## src/rtl/round_sequencer_pkg.sv

```systemverilog
// Shared definitions for the round sequencer: phase codes, segment patterns,
// default phase lengths and the countdown-width helper.
package round_sequencer_pkg;

  typedef logic [2:0] phase_t;
  typedef logic [7:0] seg_t;

  localparam phase_t PH_IDLE      = 3'd0;
  localparam phase_t PH_COUNTDOWN = 3'd1;
  localparam phase_t PH_SHOW      = 3'd2;
  localparam phase_t PH_ANSWER    = 3'd3;
  localparam phase_t PH_POST      = 3'd4;
  localparam phase_t PH_DONE      = 3'd5;

  localparam seg_t SEG_DASH  = 8'hBF;
  localparam seg_t SEG_BLANK = 8'hFF;

  localparam int unsigned DEF_COUNTDOWN_SECS = 3;
  localparam int unsigned DEF_SHOW_SECS      = 10;
  localparam int unsigned DEF_ANSWER_SECS    = 15;
  localparam int unsigned DEF_POST_SECS      = 5;
  localparam int unsigned DEF_NUM_ROUNDS     = 4;

  // Bits needed to hold the longest of the four phase lengths.
  function automatic int unsigned sec_width(input int unsigned a, input int unsigned b,
                                            input int unsigned c, input int unsigned d);
    int unsigned m;
    m = a;
    if (b > m) m = b;
    if (c > m) m = c;
    if (d > m) m = d;
    return (m < 2) ? 1 : $clog2(m + 1);
  endfunction

endpackage

```

## src/rtl/round_sequencer_if.sv

```systemverilog
// Handshake between the round sequencer and the answer-period block.
interface round_sequencer_if;
  import round_sequencer_pkg::*;

  logic answerSig;
  logic stopCount;
  logic postSig;
  seg_t answerSeg0;
  seg_t answerSeg1;
  seg_t answerSeg2;
  seg_t answerSeg3;

  modport master (
    output answerSig,
    input  stopCount, postSig, answerSeg0, answerSeg1, answerSeg2, answerSeg3
  );

  modport slave (
    input  answerSig,
    output stopCount, postSig, answerSeg0, answerSeg1, answerSeg2, answerSeg3
  );

endinterface

```

## src/rtl/seg_decode.sv

```systemverilog
// Hex digit to active-low seven-segment pattern (bit7 = dp, kept off).
module seg_decode
  import round_sequencer_pkg::*;
(
  input  logic [3:0] i_value,
  output seg_t       o_seg
);

  always_comb begin
    o_seg = SEG_BLANK;
    case (i_value)
      4'h0: o_seg = 8'hC0;
      4'h1: o_seg = 8'hF9;
      4'h2: o_seg = 8'hA4;
      4'h3: o_seg = 8'hB0;
      4'h4: o_seg = 8'h99;
      4'h5: o_seg = 8'h92;
      4'h6: o_seg = 8'h82;
      4'h7: o_seg = 8'hF8;
      4'h8: o_seg = 8'h80;
      4'h9: o_seg = 8'h90;
      4'hA: o_seg = 8'h88;
      4'hB: o_seg = 8'h83;
      4'hC: o_seg = 8'hC6;
      4'hD: o_seg = 8'hA1;
      4'hE: o_seg = 8'h86;
      4'hF: o_seg = 8'h8E;
    endcase
  end

endmodule

```

## src/rtl/round_sequencer.sv

```systemverilog
// Game round sequencer: countdown, symbol show, answer window and result hold
// per round, with a registered, phase-arbitrated four-digit display.
module round_sequencer
  import round_sequencer_pkg::*;
#(
  parameter int unsigned COUNTDOWN_SECS = DEF_COUNTDOWN_SECS,
  parameter int unsigned SHOW_SECS      = DEF_SHOW_SECS,
  parameter int unsigned ANSWER_SECS    = DEF_ANSWER_SECS,
  parameter int unsigned POST_SECS      = DEF_POST_SECS,
  parameter int unsigned NUM_ROUNDS     = DEF_NUM_ROUNDS
) (
  input  logic                     Clk100M,
  input  logic                     Reset_n,
  input  logic                     Clk1Hz,
  input  logic                     startSig,
  round_sequencer_if.master        ans,
  output logic                     showEn,
  output phase_t                   phase,
  output logic [2:0]               roundNum,
  output logic                     busy,
  output seg_t                     seg0,
  output seg_t                     seg1,
  output seg_t                     seg2,
  output seg_t                     seg3
);

  localparam int unsigned SEC_W = sec_width(COUNTDOWN_SECS, SHOW_SECS, ANSWER_SECS, POST_SECS);
  typedef logic [SEC_W-1:0] sec_t;

  localparam sec_t       LOAD_CD    = sec_t'(COUNTDOWN_SECS);
  localparam sec_t       LOAD_SHOW  = sec_t'(SHOW_SECS);
  localparam sec_t       LOAD_ANS   = sec_t'(ANSWER_SECS);
  localparam sec_t       LOAD_POST  = sec_t'(POST_SECS);
  localparam sec_t       SEC_ONE    = sec_t'(1);
  localparam logic [2:0] LAST_ROUND = 3'(NUM_ROUNDS - 1);

  phase_t     r_state;
  sec_t       r_sec_left;
  logic [2:0] r_round;
  logic       r_answer_sig;
  logic       r_show_en;
  logic       r_busy;
  phase_t     r_phase;
  seg_t       r_seg0, r_seg1, r_seg2, r_seg3;

  phase_t     w_state_d;
  sec_t       w_sec_d;
  logic [2:0] w_round_d;
  logic       w_tick_last;
  logic [3:0] w_digit;
  seg_t       w_digit_seg;
  seg_t       w_seg0_d, w_seg1_d, w_seg2_d, w_seg3_d;

  assign w_tick_last = Clk1Hz && (r_sec_left == SEC_ONE);
  assign w_digit     = 4'(r_sec_left);

  // Every exit loads the next phase's length, so a tick on the exit edge is
  // never charged against the phase being entered.
  always_comb begin
    w_state_d = r_state;
    w_sec_d   = r_sec_left;
    w_round_d = r_round;
    if (Clk1Hz && (r_sec_left > SEC_ONE)) w_sec_d = r_sec_left - SEC_ONE;
    case (r_state)
      PH_IDLE, PH_DONE: begin
        if (startSig) begin
          w_state_d = PH_COUNTDOWN;
          w_sec_d   = LOAD_CD;
          w_round_d = '0;
        end
      end
      PH_COUNTDOWN: begin
        if (w_tick_last) begin
          w_state_d = PH_SHOW;
          w_sec_d   = LOAD_SHOW;
        end
      end
      PH_SHOW: begin
        if (w_tick_last) begin
          w_state_d = PH_ANSWER;
          w_sec_d   = LOAD_ANS;
        end
      end
      PH_ANSWER: begin
        if (w_tick_last || ans.postSig || ans.stopCount) begin
          w_state_d = PH_POST;
          w_sec_d   = LOAD_POST;
        end
      end
      PH_POST: begin
        if (w_tick_last) begin
          if (r_round == LAST_ROUND) begin
            w_state_d = PH_DONE;
            w_sec_d   = '0;
          end else begin
            w_state_d = PH_COUNTDOWN;
            w_sec_d   = LOAD_CD;
            w_round_d = r_round + 3'd1;
          end
        end
      end
      default: begin
        w_state_d = PH_IDLE;
        w_sec_d   = '0;
        w_round_d = '0;
      end
    endcase
  end

  seg_decode u_seg_decode (
    .i_value (w_digit),
    .o_seg   (w_digit_seg)
  );

  always_comb begin
    w_seg0_d = SEG_DASH;
    w_seg1_d = SEG_DASH;
    w_seg2_d = SEG_DASH;
    w_seg3_d = SEG_DASH;
    case (r_state)
      PH_COUNTDOWN: begin
        w_seg0_d = w_digit_seg;
        w_seg1_d = SEG_BLANK;
        w_seg2_d = SEG_BLANK;
        w_seg3_d = SEG_BLANK;
      end
      PH_SHOW: begin
        w_seg0_d = SEG_BLANK;
        w_seg1_d = SEG_BLANK;
        w_seg2_d = SEG_BLANK;
        w_seg3_d = SEG_BLANK;
      end
      PH_ANSWER, PH_POST: begin
        w_seg0_d = ans.answerSeg0;
        w_seg1_d = ans.answerSeg1;
        w_seg2_d = ans.answerSeg2;
        w_seg3_d = ans.answerSeg3;
      end
      default: ;
    endcase
  end

  always_ff @(posedge Clk100M or negedge Reset_n) begin
    if (!Reset_n) begin
      r_state      <= PH_IDLE;
      r_sec_left   <= '0;
      r_round      <= '0;
      r_answer_sig <= 1'b0;
      r_show_en    <= 1'b0;
      r_busy       <= 1'b0;
      r_phase      <= PH_IDLE;
      r_seg0       <= SEG_DASH;
      r_seg1       <= SEG_DASH;
      r_seg2       <= SEG_DASH;
      r_seg3       <= SEG_DASH;
    end else begin
      r_state      <= w_state_d;
      r_sec_left   <= w_sec_d;
      r_round      <= w_round_d;
      r_answer_sig <= (w_state_d == PH_ANSWER) && (r_state != PH_ANSWER);
      r_show_en    <= (r_state == PH_SHOW);
      r_busy       <= (r_state != PH_IDLE) && (r_state != PH_DONE);
      r_phase      <= r_state;
      r_seg0       <= w_seg0_d;
      r_seg1       <= w_seg1_d;
      r_seg2       <= w_seg2_d;
      r_seg3       <= w_seg3_d;
    end
  end

  assign ans.answerSig = r_answer_sig;
  assign showEn        = r_show_en;
  assign busy          = r_busy;
  assign phase         = r_phase;
  assign roundNum      = r_round;
  assign seg0          = r_seg0;
  assign seg1          = r_seg1;
  assign seg2          = r_seg2;
  assign seg3          = r_seg3;

endmodule

```

## src/flat_wrapper.sv

```systemverilog
// flat-port wrapper written by rule: the top's interface ports become plain ports
module round_sequencer_flat import round_sequencer_pkg::*;
#(
  parameter int unsigned COUNTDOWN_SECS = DEF_COUNTDOWN_SECS,
  parameter int unsigned SHOW_SECS      = DEF_SHOW_SECS,
  parameter int unsigned ANSWER_SECS    = DEF_ANSWER_SECS,
  parameter int unsigned POST_SECS      = DEF_POST_SECS,
  parameter int unsigned NUM_ROUNDS     = DEF_NUM_ROUNDS
)
  (Clk100M, Reset_n, Clk1Hz, startSig, showEn, phase, roundNum, busy, seg0, seg1, seg2, seg3, ans_answerSig, ans_stopCount, ans_postSig, ans_answerSeg0, ans_answerSeg1, ans_answerSeg2, ans_answerSeg3);
  round_sequencer_if ans_i ();
  input  logic Clk100M;
  input  logic Reset_n;
  input  logic Clk1Hz;
  input  logic startSig;
  output logic showEn;
  output phase_t phase;
  output logic [2:0] roundNum;
  output logic busy;
  output seg_t seg0;
  output seg_t seg1;
  output seg_t seg2;
  output seg_t seg3;
  output wire logic [$bits(ans_i.answerSig)-1:0] ans_answerSig;
  input wire logic [$bits(ans_i.stopCount)-1:0] ans_stopCount;
  input wire logic [$bits(ans_i.postSig)-1:0] ans_postSig;
  input wire logic [$bits(ans_i.answerSeg0)-1:0] ans_answerSeg0;
  input wire logic [$bits(ans_i.answerSeg1)-1:0] ans_answerSeg1;
  input wire logic [$bits(ans_i.answerSeg2)-1:0] ans_answerSeg2;
  input wire logic [$bits(ans_i.answerSeg3)-1:0] ans_answerSeg3;
  assign ans_answerSig = ans_i.answerSig;
  assign ans_i.stopCount = ans_stopCount;
  assign ans_i.postSig = ans_postSig;
  assign ans_i.answerSeg0 = ans_answerSeg0;
  assign ans_i.answerSeg1 = ans_answerSeg1;
  assign ans_i.answerSeg2 = ans_answerSeg2;
  assign ans_i.answerSeg3 = ans_answerSeg3;
  round_sequencer #(.COUNTDOWN_SECS(COUNTDOWN_SECS), .SHOW_SECS(SHOW_SECS), .ANSWER_SECS(ANSWER_SECS), .POST_SECS(POST_SECS), .NUM_ROUNDS(NUM_ROUNDS)) u_core (.Clk100M(Clk100M), .Reset_n(Reset_n), .Clk1Hz(Clk1Hz), .startSig(startSig), .ans(ans_i), .showEn(showEn), .phase(phase), .roundNum(roundNum), .busy(busy), .seg0(seg0), .seg1(seg1), .seg2(seg2), .seg3(seg3));
endmodule
```

## config.mk

```make
export PLATFORM = sky130hd
export DESIGN_NAME = round_sequencer_flat
export DESIGN_NICKNAME = d
export VERILOG_FILES = /design/src/rtl/round_sequencer_pkg.sv /design/src/rtl/round_sequencer_if.sv /design/src/rtl/seg_decode.sv /design/src/rtl/round_sequencer.sv /design/src/flat_wrapper.sv
export SDC_FILE = /design/constraint.sdc
export NUM_CORES = 1
export LEC_CHECK = 0
export CAP_MARGIN = 0
export CORE_AREA = 2 2 82 84
export CTS_BUF_LIST = sky130_fd_sc_hd__clkbuf_4 sky130_fd_sc_hd__clkbuf_8
export CTS_CLUSTER_DIAMETER = 120
export DETAILED_ROUTE_END_ITERATION = 6
export DIE_AREA = 0 0 84 86
export PLACE_DENSITY = 0.69
export SLEW_MARGIN = 0
export SYNTH_ARGS = -nofsm -noshare
export SYNTH_HDL_FRONTEND = slang
export SYNTH_SLANG_ARGS = --single-unit
```

## constraint.sdc

```tcl
create_clock -name Clk100M -period 2 [get_ports Clk100M]
set_input_delay 0.6 -clock Clk100M [delete_from_list [all_inputs] [get_ports Clk100M]]
set_output_delay 0.6 -clock Clk100M [all_outputs]
set_load 0.01 [all_outputs]
```

After elaboration in Yosys (flattened, before gate mapping)
Memory sizes are Yosys's and may differ from the RTL's.
Cells that the tools add are included.

operators by class
  bitwise logic cells = 1
  $add $sub $neg = 2
  muxes and demuxes = 23
  equality and inequality tests = 13
  reduce and logical (&&, ||, !) cells = 13
  $lt $le $gt $ge = 1

operators by type and width
  operator                                                              number
  8-bit case mux with 2 select lines                                    3
  3-bit two-way mux                                                     9
  4-bit two-way mux                                                     6
  8-bit case mux with 3 select lines                                    1
  4-bit case mux with 5 select lines                                    1
  3-bit case mux with 5 select lines                                    1
  3-bit by 2-bit == test with 1-bit output, second input constant       4
  3-bit case mux with 3 select lines                                    1
  3-bit == test, second input constant                                  2
  2-bit OR reduction                                                    3
  4-bit by 1-bit == test with 1-bit output, second input constant       1
  4-bit by 1-bit > comparator with 1-bit output, second input constant  1
  1-bit logical AND                                                     4
  2-bit != test, second input constant                                  2
  4-bit AND reduction                                                   1
  4-bit by 1-bit subtractor with 4-bit output, second input constant    1
  3-bit by 1-bit adder with 3-bit output, second input constant         1
  3-bit by 1-bit == test with 1-bit output, second input constant       1
  3-bit logical NOT                                                     1
  3-bit by 2-bit != test with 1-bit output, second input constant       1
  3-bit != test, second input constant                                  1
  3-bit nonzero test                                                    1
  3-bit OR reduction                                                    1
  1-bit logical OR                                                      2
  other kinds (3)                                                       3

word-level totals
  memory bits (read-only) = 112
  output and inout port bits = 41
  memories = 1
  register bits after elaboration = 48
  input port bits = 38

memory list
  name             depth  width  rd ports  clocked after memory_dff  write ports  RTL line          text
  (no name shown)  16     7      1         0                         0            seg_decode.sv:11  case (i_value)

Longest topological paths before layout
  depth in word-level cells = 8
  depth in mapped cells = 8
  depth with buffers taken out = 6

Modules after synthesis
Synthesis repeated with hierarchy kept, for this count alone.

second synthesis, totals
  cells, all modules = 240
  area total of the unflattened synthesis = 2568.7 um^2

modules (own cells, without submodules)
  module           instances  sequential area each (um^2)  area an instance (um^2)  cells each
  round_sequencer  1          1236.2                       2282.2                   206
  seg_decode       1          0.0                          286.5                    34

Worst setup path before layout
Ideal clock, no wire load.

  path type = register -> register
  start = register u_core.r_sec_left[1]
  end = register u_core.r_round[0], in the netlist u_core.roundNum[0]
  cell stages (with the launch flop) = 8
  required time = 1862 ps
  path buffers = 1
  slack = 178 ps
  data arrival time = 1684 ps
  cells stage by stage = dfrtp_1 -> inv_1 -> ha_1 -> buf_2 -> nand4bb_1 -> nor2_1 -> nor4b_1 -> or4_1

on the way
  word-level cells in the longest chain between the ends = 4

ends and longest elaborated chain
  what                                                RTL line                text
  start, declared                                     round_sequencer.sv:38   sec_t r_sec_left;
  start signal, assigned                              round_sequencer.sv:158  r_sec_left <= w_sec_d;
  4-bit by 1-bit == test with 1-bit output            round_sequencer.sv:54   assign w_tick_last = Clk1Hz && (r_sec_left == SEC_ONE);
  1-bit logical AND                                   round_sequencer.sv:54
  2-bit by 1-bit != test with 1-bit output (no line)  n/a
  4-bit AND reduction (no line)                       n/a
  end signal, assigned                                round_sequencer.sv:159  r_round <= w_round_d;
  end, declared                                       round_sequencer.sv:39   logic [2:0] r_round;

Every way passes these cells.
A chain may end at the register's enable or synchronous reset.

Final worst setup path
  start = register u_core.r_seg2[1], in the netlist u_core.seg2[1]
  end = output seg2[1]

RTL lines
  what                    RTL line                text
  start, declared         round_sequencer.sv:44   seg_t r_seg0, r_seg1, r_seg2, r_seg3;
  start signal, assigned  round_sequencer.sv:166  r_seg2 <= w_seg2_d;
  end, declared           flat_wrapper.sv:22      output seg_t seg2;

No word-level cell between the ends.

==> qor.csv <==
stage,metric,value,unit
worst_setup_path,Buf/Inv on CP,1,
grt,number of global-route vias before repair,2005,
logic_synthesis,"Avg Cell Area, Syn",10.3,µm²
floorplanning,die width,84,µm
timing,clk_skew,6.68,ps
finish,final instance area,3540,µm²
timing,Fmax,512,MHz
logic_synthesis,Mapped Nets,284,
logic_synthesis,area of the mapped netlist,2440,µm²
clock_network,CTS Sinks,48,
timing,Final setup viols,0,
routing,Detail Route Antenna Nets,0,
clock_network,Skew-Pair Late Insertion Delay,300,ps
finish,Area growth syn-to-layout,44.7,%
floorplanning,core area,6280,µm²
clock_network,clk buf depth,2,
logic_synthesis,"Distinct cells, synth",46,
timing,pins over their slew limit,0,
routing,detailed-route via count,2068,
place,placed cell area,3430,µm²
clock_network,clock root buffer,clkbuf_8,
timing,Hold Fails Final Rpt,0,
worst_setup_path,CP cell instances,clkdlybuf4s50_1,
logic_synthesis,area fraction of the dominant cell type after synthesis,0.301,
logic_synthesis,Synth area leaders,"dfstp_2, dfrtp_1, nand2b_1, ha_1, a21oi_1",
worst_setup_path,worst-path fanout max,1,
worst_hold_path,hold crit path type,input pin to asynchronous set/reset pin,
logic_synthesis,Synth top cells by count,"nand2b_1, dfstp_2, dfrtp_1, nor2_1, a21oi_1",
finish,area of the multi-input gates,1100,µm²
clock_network,CTS clock-pin slew for the worst setup and hold paths,90,ps
worst_setup_path,"slowest stage delay, CP",530,ps
logic_synthesis,top_reg_cell synth,dfstp_2,
place,post-placement cell count,398,
worst_setup_path,critical path startpoint category,register,
routing,final WL,5970,µm
worst_setup_path,crit path DAT,1350,ps
grt,first-pass GRT wire length,10100,µm
logic_synthesis,Post-synth EDFFs,0,
place,gpl congestion,0.885,
timing,final worst-path cycle share,0.977,
logic_synthesis,post-synth top area cell,dfstp_2,
floorplanning,# rows,29,
finish,Layout Nets,375,
clock_network,CTS H-tree depth,2,
logic_synthesis,Yosys reg bits,48,
place,dpl hpwl,4390,µm
finish,fill cell count,531,
worst_setup_path,WS Path Type,register to output pin,
logic_synthesis,most common cell in the netlist,nand2b_1,
finish,FF/Latch Area,1240,µm²
finish,ANT cells,0,
clock_network,CTS buffer count,5,
grt,largest net degree at the start of global routing,49,
worst_setup_path,CP Capture Type,output pin,
clock_network,Hold Buf Count CTS,0,
logic_synthesis,Yosys warning total,0,
worst_setup_path,"Req. time, crit path",1400,ps
worst_setup_path,family with the most delay on the worst path,flip-flops,
logic_synthesis,ys async rst share,1.00,
place,IO Port Bufs,78,
routing,drt wl/cell,14.7,µm
grt,Overflow after GRT,0,
routing,Vias per Instance,5.09,
timing,RSZ-0062 raised after global routing,false,
finish,fin cells,406,
routing,drt first pass iters,4,
pwr,Peak VDD IR,0.000596,V
timing,slew at the pin closest to its max-slew limit,906,ps
status,status,finished clean,
clock_network,CTS tree,yes,
floorplanning,Starting Density,0.389,
timing,minimum clock period,1950,ps
finish,share of layout cells above drive strength 1,0.216,
timing,total negative setup slack,0,ps
logic_synthesis,synthesized netlist cell count,237,
pwr,PwrDens,1270,nW/µm²
grt,Tot GR Track Use,0.174,
floorplanning,num ports,79,
worst_setup_path,Critical-path top delay cell,dfstp_2,
routing,DRT iter0 DRCs,73,
logic_synthesis,"Seq/Total Area, Yosys",0.506,
pwr,Leak Pwr,0.00146,µW
finish,Final Util,0.563,
flow_run,max_cap viols,0,
clock_network,post-CTS setup repair buffer count,0,
floorplanning,die area,7220,µm²
floorplanning,Die Y,86,µm
routing,DRC viols,0,
timing,Hold WS,280,ps
grt,initial antenna violation count,0,
timing,relative slew slack,0.396,
==> sequential cells by signal, summed over array words and instances, names as in the netlist <==
register              count
u_core.seg0               8
u_core.seg1               8
u_core.seg2               8
u_core.seg3               8
u_core.r_sec_left         4
u_core.phase              3
u_core.r_state            3
u_core.roundNum           3
u_core.ans.answerSig      1
u_core.busy               1
u_core.showEn             1
==> report_power, final <==
| group | switching, µW | internal [µW] |
|---|---|---|
| registers | 135 | 1370 |
| clock network | 324 | 281 |
| logic | 1200 | 1160 |
==> final timing paths <==
check,cells past startpoint,startpoint,slack (ps),endpoint
min in group Clk100M,0,u_core.r_state[0],430,u_core.phase[0]
min,2,Reset_n,280,u_core.seg2[6]
max,1,u_core.seg2[1],50,seg2[1]
min reg2reg,0,u_core.r_state[0],430,u_core.phase[0]
max reg2reg,6,u_core.r_sec_left[1],160,u_core.roundNum[0]
max in group asynchronous,2,Reset_n,1450,u_core.seg0[3]
==> per-stage QoR <==
stage                     worst slack [ps]  total power (µW)
after floorplan                        178              2870
after global placement                -101              3850
after detailed placement              -172              3880
after CTS                             31.2              4510
after global routing                 0.863              4830
final                                 46.3              4470
==> kinds of logic (layout without fill, tap and decap cells) <==
kind of cell,count (synthesis),after routing,synth area share
flip-flops,48,48,0.506
XOR/XNOR,2,2,0.00717
AND/OR/NAND/NOR,86,86,0.206
buffers and inverters,25,117,0.0471
adder cells (fa/ha/maj),9,9,0.0461
multiplexers,9,9,0.0374
AO/OA/AOI/OAI,58,58,0.151
==> cells in the final DEF, fill, tap and decap left out, types with 2 or more instances in the layout <==
cell / n
a211oi_1: 3
a21oi_1: 16
a22o_1: 2
a22oi_1: 2
a31oi_1: 2
and3_1: 3
buf_12: 2
buf_4: 21
clkbuf_8: 6
clkdlybuf4s50_1: 75
dfrtp_1: 19
dfstp_2: 28
dlymetal6s2s_1: 2
ha_1: 9
inv_1: 8
mux2i_1: 8
nand2_1: 10
nand2b_1: 29
nand3_1: 5
nor2_1: 17
nor2b_1: 3
nor3_1: 4
nor3b_1: 3
nor4b_1: 3
o21ai_0: 12
o22ai_1: 6
o311ai_0: 2
o31ai_1: 3
xnor2_1: 2
==> area by class of cell <==
class | instances | share of cell area
Sequential cell | 48 | 0.350
Multi-Input combinational cell | 164 | 0.310
Timing Repair Buffer | 101 | 0.277
Tap cell | 77 | 0.0272
Clock buffer | 6 | 0.0234
Inverter | 8 | 0.00849
Clock inverter | 2 | 0.00389
==> per-layer routing <==
layer | vias to the layer above | global-route usage | part of all wire
met2 | 90 | 0.276 | 0.45
met1 | 961 | 0.250 | 0.47
met4 | 0 | 0.0352 | 0.0099
li1 | 1010 | - | -
met5 | - | 0 | 0
met3 | 7 | 0.0346 | 0.069
==> timing repair <==
item / 4_1_cts / 5_1_grt
gates resized for setup: 0 / 4
hold endpoints to repair: 0 / 0
endpoints found under the setup margin: 0 / 5
(Power assumes the default switching activity.)
